===== config.mk =====
export PLATFORM = sky130hd
export DESIGN_NAME = seven_seg_capture
export DESIGN_NICKNAME = d
export VERILOG_FILES = /design/src/rtl/seven_seg_capture.sv
export SDC_FILE = /design/constraint.sdc
export NUM_CORES = 1
export LEC_CHECK = 0
export ABC_AREA = 1
export BUFFER_PORTS_ARGS = -buffer_cell sky130_fd_sc_hd__buf_2
export CAP_MARGIN = 30
export CORE_MARGIN = 5
export CORE_UTILIZATION = 65
export CTS_BUF_LIST = sky130_fd_sc_hd__clkbuf_4 sky130_fd_sc_hd__clkbuf_8
export CTS_CLUSTER_DIAMETER = 80
export DETAILED_ROUTE_END_ITERATION = 16
export GPL_ROUTABILITY_DRIVEN = 0
export PLACE_DENSITY = 0.85
export SETUP_SLACK_MARGIN = 0.05
export SYNTH_ARGS = -nofsm -noshare
export SYNTH_HDL_FRONTEND = slang
export SYNTH_SLANG_ARGS = --single-unit
export TNS_END_PERCENT = 10

===== constraint.sdc =====
create_clock -name clk_25mhz -period 3.7 [get_ports clk_25mhz]
set_clock_uncertainty 0.15 [all_clocks]
set_input_delay 0.555 -clock clk_25mhz [delete_from_list [all_inputs] [get_ports clk_25mhz]]
set_output_delay 0.555 -clock clk_25mhz [all_outputs]
set_load 0.02 [all_outputs]

===== src/rtl/seven_seg_capture.sv =====
// rtl/seven_seg_capture.sv - capture side of a scanned 3-digit common-anode seven-segment display
// Rebuilds the displayed 12-bit hex value from snooped digit selects and segment lines.
module seven_seg_capture #(
  parameter int SETTLE_CYCLES   = 64,
  parameter int TIMEOUT_CYCLES  = 2000000,
  parameter bit SEG_ACTIVE_HIGH = 1'b1
) (
  input  logic        clk_25mhz,
  input  logic        resetn,
  input  logic [2:0]  ca,
  input  logic [6:0]  seg,
  output logic [11:0] value,
  output logic        valid,
  output logic        bad_pattern,
  output logic [7:0]  err_count,
  output logic        stale
);

  localparam int SW = (SETTLE_CYCLES > 1) ? $clog2(SETTLE_CYCLES) : 1;
  localparam int TW = $clog2(TIMEOUT_CYCLES + 1);
  localparam logic [SW-1:0] SETTLE_LAST  = SW'(SETTLE_CYCLES - 1);
  localparam logic [TW-1:0] TIMEOUT_MAX  = TW'(TIMEOUT_CYCLES);
  localparam logic [TW-1:0] TIMEOUT_PRE  = TW'(TIMEOUT_CYCLES - 1);

  typedef enum logic [1:0] {S_IDLE, S_SETTLE, S_HELD} state_t;

  logic [2:0]    r_ca_s1, r_ca_s2, r_ca_prev;
  logic [6:0]    r_seg_s1, r_seg_s2, r_seg_prev;
  state_t        r_state;
  logic [SW-1:0] r_settle;
  logic [TW-1:0] r_tcnt;
  logic [2:0]    r_mask;
  logic [3:0]    r_shadow [3];

  logic [6:0]    w_seg_lit;
  logic [3:0]    w_nib;
  logic          w_nib_ok;
  logic          w_ca_legal;
  logic [1:0]    w_digit;
  logic [2:0]    w_digit_bit;
  logic          w_ca_chg, w_chg;
  logic          w_sample, w_frame_done;
  logic [3:0]    w_new0, w_new1, w_new2;

  always_ff @(posedge clk_25mhz) begin
    if (!resetn) begin
      r_ca_s1    <= 3'b111;
      r_ca_s2    <= 3'b111;
      r_ca_prev  <= 3'b111;
      r_seg_s1   <= 7'h00;
      r_seg_s2   <= 7'h00;
      r_seg_prev <= 7'h00;
    end else begin
      r_ca_s1    <= ca;
      r_ca_s2    <= r_ca_s1;
      r_ca_prev  <= r_ca_s2;
      r_seg_s1   <= seg;
      r_seg_s2   <= r_seg_s1;
      r_seg_prev <= r_seg_s2;
    end
  end

  assign w_seg_lit = SEG_ACTIVE_HIGH ? r_seg_s2 : ~r_seg_s2;

  always_comb begin
    w_nib    = 4'h0;
    w_nib_ok = 1'b1;
    case (w_seg_lit)
      7'h3F: w_nib = 4'h0;
      7'h06: w_nib = 4'h1;
      7'h5B: w_nib = 4'h2;
      7'h4F: w_nib = 4'h3;
      7'h66: w_nib = 4'h4;
      7'h6D: w_nib = 4'h5;
      7'h7D: w_nib = 4'h6;
      7'h07: w_nib = 4'h7;
      7'h7F: w_nib = 4'h8;
      7'h6F: w_nib = 4'h9;
      7'h77: w_nib = 4'hA;
      7'h7C: w_nib = 4'hB;
      7'h39: w_nib = 4'hC;
      7'h5E: w_nib = 4'hD;
      7'h79: w_nib = 4'hE;
      7'h71: w_nib = 4'hF;
      default: w_nib_ok = 1'b0;
    endcase
  end

  always_comb begin
    w_ca_legal = 1'b1;
    w_digit    = 2'd0;
    case (r_ca_s2)
      3'b110:  w_digit = 2'd0;
      3'b101:  w_digit = 2'd1;
      3'b011:  w_digit = 2'd2;
      default: w_ca_legal = 1'b0;
    endcase
  end

  assign w_digit_bit  = 3'b001 << w_digit;
  assign w_ca_chg     = (r_ca_s2 != r_ca_prev);
  assign w_chg        = w_ca_chg || (r_seg_s2 != r_seg_prev);
  assign w_sample     = (r_state == S_SETTLE) && w_ca_legal && !w_chg && (r_settle == SETTLE_LAST);
  assign w_frame_done = w_sample && w_nib_ok && ((r_mask | w_digit_bit) == 3'b111);

  // The published value must include the nibble being sampled this very cycle.
  assign w_new0 = (w_digit == 2'd0) ? w_nib : r_shadow[0];
  assign w_new1 = (w_digit == 2'd1) ? w_nib : r_shadow[1];
  assign w_new2 = (w_digit == 2'd2) ? w_nib : r_shadow[2];

  always_ff @(posedge clk_25mhz) begin
    if (!resetn) begin
      r_state     <= S_IDLE;
      r_settle    <= '0;
      r_tcnt      <= '0;
      r_mask      <= 3'b000;
      r_shadow[0] <= 4'h0;
      r_shadow[1] <= 4'h0;
      r_shadow[2] <= 4'h0;
      value       <= 12'h000;
      valid       <= 1'b0;
      bad_pattern <= 1'b0;
      err_count   <= 8'd0;
      stale       <= 1'b0;
    end else begin
      valid       <= 1'b0;
      bad_pattern <= 1'b0;

      case (r_state)
        S_IDLE: begin
          r_settle <= '0;
          if (w_ca_legal) r_state <= S_SETTLE;
        end
        S_SETTLE: begin
          if (!w_ca_legal) begin
            r_state  <= S_IDLE;
            r_settle <= '0;
          end else if (w_chg) begin
            r_settle <= '0;
          end else if (r_settle == SETTLE_LAST) begin
            r_state  <= S_HELD;
            r_settle <= '0;
          end else begin
            r_settle <= r_settle + 1'b1;
          end
        end
        S_HELD: begin
          r_settle <= '0;
          if (w_ca_chg) r_state <= w_ca_legal ? S_SETTLE : S_IDLE;
        end
        default: begin
          r_state  <= S_IDLE;
          r_settle <= '0;
        end
      endcase

      if (w_sample) begin
        if (w_nib_ok) begin
          r_shadow[w_digit] <= w_nib;
          if (w_frame_done) begin
            value  <= {w_new2, w_new1, w_new0};
            valid  <= 1'b1;
            r_mask <= 3'b000;
          end else begin
            r_mask <= r_mask | w_digit_bit;
          end
        end else begin
          bad_pattern <= 1'b1;
          r_mask      <= 3'b000;
          if (err_count != 8'hFF) err_count <= err_count + 8'd1;
        end
      end

      if (w_frame_done) begin
        r_tcnt <= '0;
        stale  <= 1'b0;
      end else if (r_tcnt != TIMEOUT_MAX) begin
        r_tcnt <= r_tcnt + 1'b1;
        if (r_tcnt == TIMEOUT_PRE) stale <= 1'b1;
      end
    end
  end

endmodule


==> metrics <==
Hold Violations, Final=0; Tcrit/Tclk final=0.708; core area=0.00683 mm^2; Mapped Cells=614; drc violations=0; critical-path cell list=inv_1, nor2_4, nand3_1, nand3_1, nor2_4, nand3_4, nand3_4, nand2_1, nor3b_1; total CTS buffers=9; synthesized cell area=0.00460 mm^2; Cell Area, Placed=0.00479 mm^2; Post-CTS Setup Inserts=0; Pre-Repair DR Iteration Count=4; Synth Register Bits=97; Inserted Diodes=0; VDD IR max=~0.28 mV; Min Clock Period, post-route=approximately 2.6 ns; commonest cells after routing, fill and taps aside=142 x nand2_1, 89 x inv_1, 85 x dfxtp_1; CP max-delay cell=nand2_1; Psw=457 uW; layout cells sized above 1=0.142; Final ANT Viol Nets=0; WL final=8800 um; Initial Util=0.674; Setup TNS=0 ns; Worst Tran Pin Value=1.05 ns; IO buf count=34; ys async rst share=0; clk slew on worst S/H paths=0.09 ns; H-tree levels=3; synth warn=0; max-slew violation count=0; Crit Path Class=reg -> reg; Max Freq=382 MHz; CTS resizes=0; power density over the cells=380 mW/mm^2; Relative slew margins=0.300; hold_buf cts=0; GRT Util Overall=0.217; largest net degree at the start of global routing=32; TritonCTS clock tree=done; ys flop type=dfxtp_1; Reg power frac=0.581; via count=between 3000 and 4000; first-pass GRT wire length=15400 um; Tightest Hold Check Type=in -> reg; RSZ-0062 raised after global routing=false; CTS Sinks=97; Pint=1.44 mW; Die W=between 90 and 100 um; Comb power frac=0.047; Vias/cell=5.11; max cap viols=0; Avg Inst Size Synth=7.49 um^2; fin area=roughly 0.0050 mm^2; Final setup viols=0; Die Y-Extent=94.1 um; hpwl dp=roughly 6400 um; Total Nets Final=658; Buffers & Inverters on Critical Path=1; die area=between 0.008 and 0.009 mm^2; commonest non-fill, non-tap cell in the layout=nand2_1; crit path DAT=2.74 ns; total congestion overflow=0; Critical Path End Type=flop; Lkg Pwr=2.30 nW; Ports=35; deepest clock path buffer count=2; synth unique cells=40; number of global-route vias before repair=3613; # rows=30; max incr delay on CP=about 0.43 ns; Clk pwr share=0.372; P&R area growth vs syn=8.29%; initial antenna violation count=0; Layout fillers=566; Post-synth EDFFs=12; crit start category=flop; routed len/inst=approximately 12 um; CP top delay family=simple AND/OR/NAND/NOR gates; sequential-to-total area share from yosys stat=0.448; sw frac=0.241; Clk Latency, worst-skew pair=0.37 ns; drt first-iter violations=164; CP required=3.82 ns; Post-Syn Nets=630; status=completed; Root Buffer=clkbuf_8; Crit Path Max Fanout=22
-- path summary, 6_finish.rpt --
check | start | to | slack [ns] | depth (start not counted)
worst min register to register | r_seg_s1[5]$_SDFF_PN0_ | r_seg_s2[5]$_SDFF_PN0_ | 0.27 | 2
worst min-delay path | seg[3] | r_seg_s1[3]$_SDFF_PN0_ | 0.21 | 3
worst max-delay path | r_seg_s2[6]$_SDFF_PN0_ | r_tcnt[19]$_SDFFE_PP0P_ | 1.08 | 9
worst max register to register | r_seg_s2[6]$_SDFF_PN0_ | r_tcnt[19]$_SDFFE_PP0P_ | 1.08 | 9
-- final cells by class --
| class | instances | area, um^2 | area share |
|---|---|---|---|
| Clock buffer | 9 | 124 | 0.0249 |
| Clock inverter | 6 | 73.8 | 0.0148 |
| Sequential cell | 97 | 2060 | 0.414 |
| Inverter | 98 | 375 | 0.0753 |
| Multi-Input combinational cell | 401 | 2050 | 0.411 |
| Timing Repair Buffer | 35 | 178 | 0.0357 |
| Tap cell | 96 | 120 | 0.0241 |
-- routing by layer --
layer	vias up	global-route usage	routed length, um
li1	1977	-	-
met1	1714	0.258	3870
met2	87	0.365	4360
met3	15	0.0625	402
met4	0	0.0866	169
met5	-	0	0
-- per-stage QoR --
stage	total power, mW	utilization	instances	hold WS (ns)	worst slack (ns)
floorplan	1.19	-	614	0.240	1.69
global placement	1.21	0.701	727	0.248	1.26
detailed placement	1.22	0.701	727	0.254	1.11
CTS	1.91	0.729	742	0.195	1.07
global route	1.96	0.729	742	0.193	0.780
finish	1.89	0.729	742	0.212	1.08
-- registers in the layout, summed over array words and instances, names as in the netlist --
signal,count
r_tcnt,21
r_shadow,12
value,12
err_count,8
r_seg_prev,7
r_seg_s1,7
r_seg_s2,7
r_settle,6
r_ca_prev,3
r_ca_s1,3
r_ca_s2,3
r_mask,3
r_state,2
bad_pattern,1
stale,1
valid,1
-- kinds of logic after synthesis --
group,count (synthesis),share of synthesized area
AND/OR/NAND/NOR,336,0.347
buffers and inverters,116,0.106
flip-flops,97,0.448
AO/OA/AOI/OAI,37,0.0421
XOR/XNOR,24,0.0457
adder cells (fa/ha/maj),4,0.0109
-- power groups by stage --
stage | Sequential [mW] | Combinational [mW] | Clock [mW]
2_1_floorplan | 1.12 | 0.0724 | 0
3_3_place_gp | 1.12 | 0.0860 | 0
3_5_place_dp | 1.13 | 0.0896 | 0
4_1_cts | 1.10 | 0.0901 | 0.720
5_1_grt | 1.10 | 0.102 | 0.758
6_report | 1.10 | 0.0895 | 0.704
-- cell usage after synthesis (4+ instances only) --
library cell,n,area (um^2)
xor2_1,12,105
inv_2,7,26.3
nand2_2,5,31.3
or2_2,12,75.1
nor2_1,73,274
clkbuf_1,7,26.3
inv_1,89,334
buf_2,6,30.0
nor3_1,13,65.1
nand2_1,142,533
a21oi_1,32,160
ha_1,4,50.1
xnor2_1,12,105
nand3_2,5,50.1
nand3_1,39,195
dfxtp_1,85,1700
edfxtp_1,12,360
nor2_4,4,45.0
nand4_1,29,181
-- worst reg2reg max path, stage by stage, from the launching register on --
cell	delay, ns
dfxtp_1	0.40
inv_1	0.15
nor2_4	0.06
nand3_1	0.09
nand3_1	0.16
nor2_4	0.19
nand3_4	0.27
nand3_4	0.29
nand2_1	0.43
nor3b_1	0.34
(Power assumes the default switching activity.)
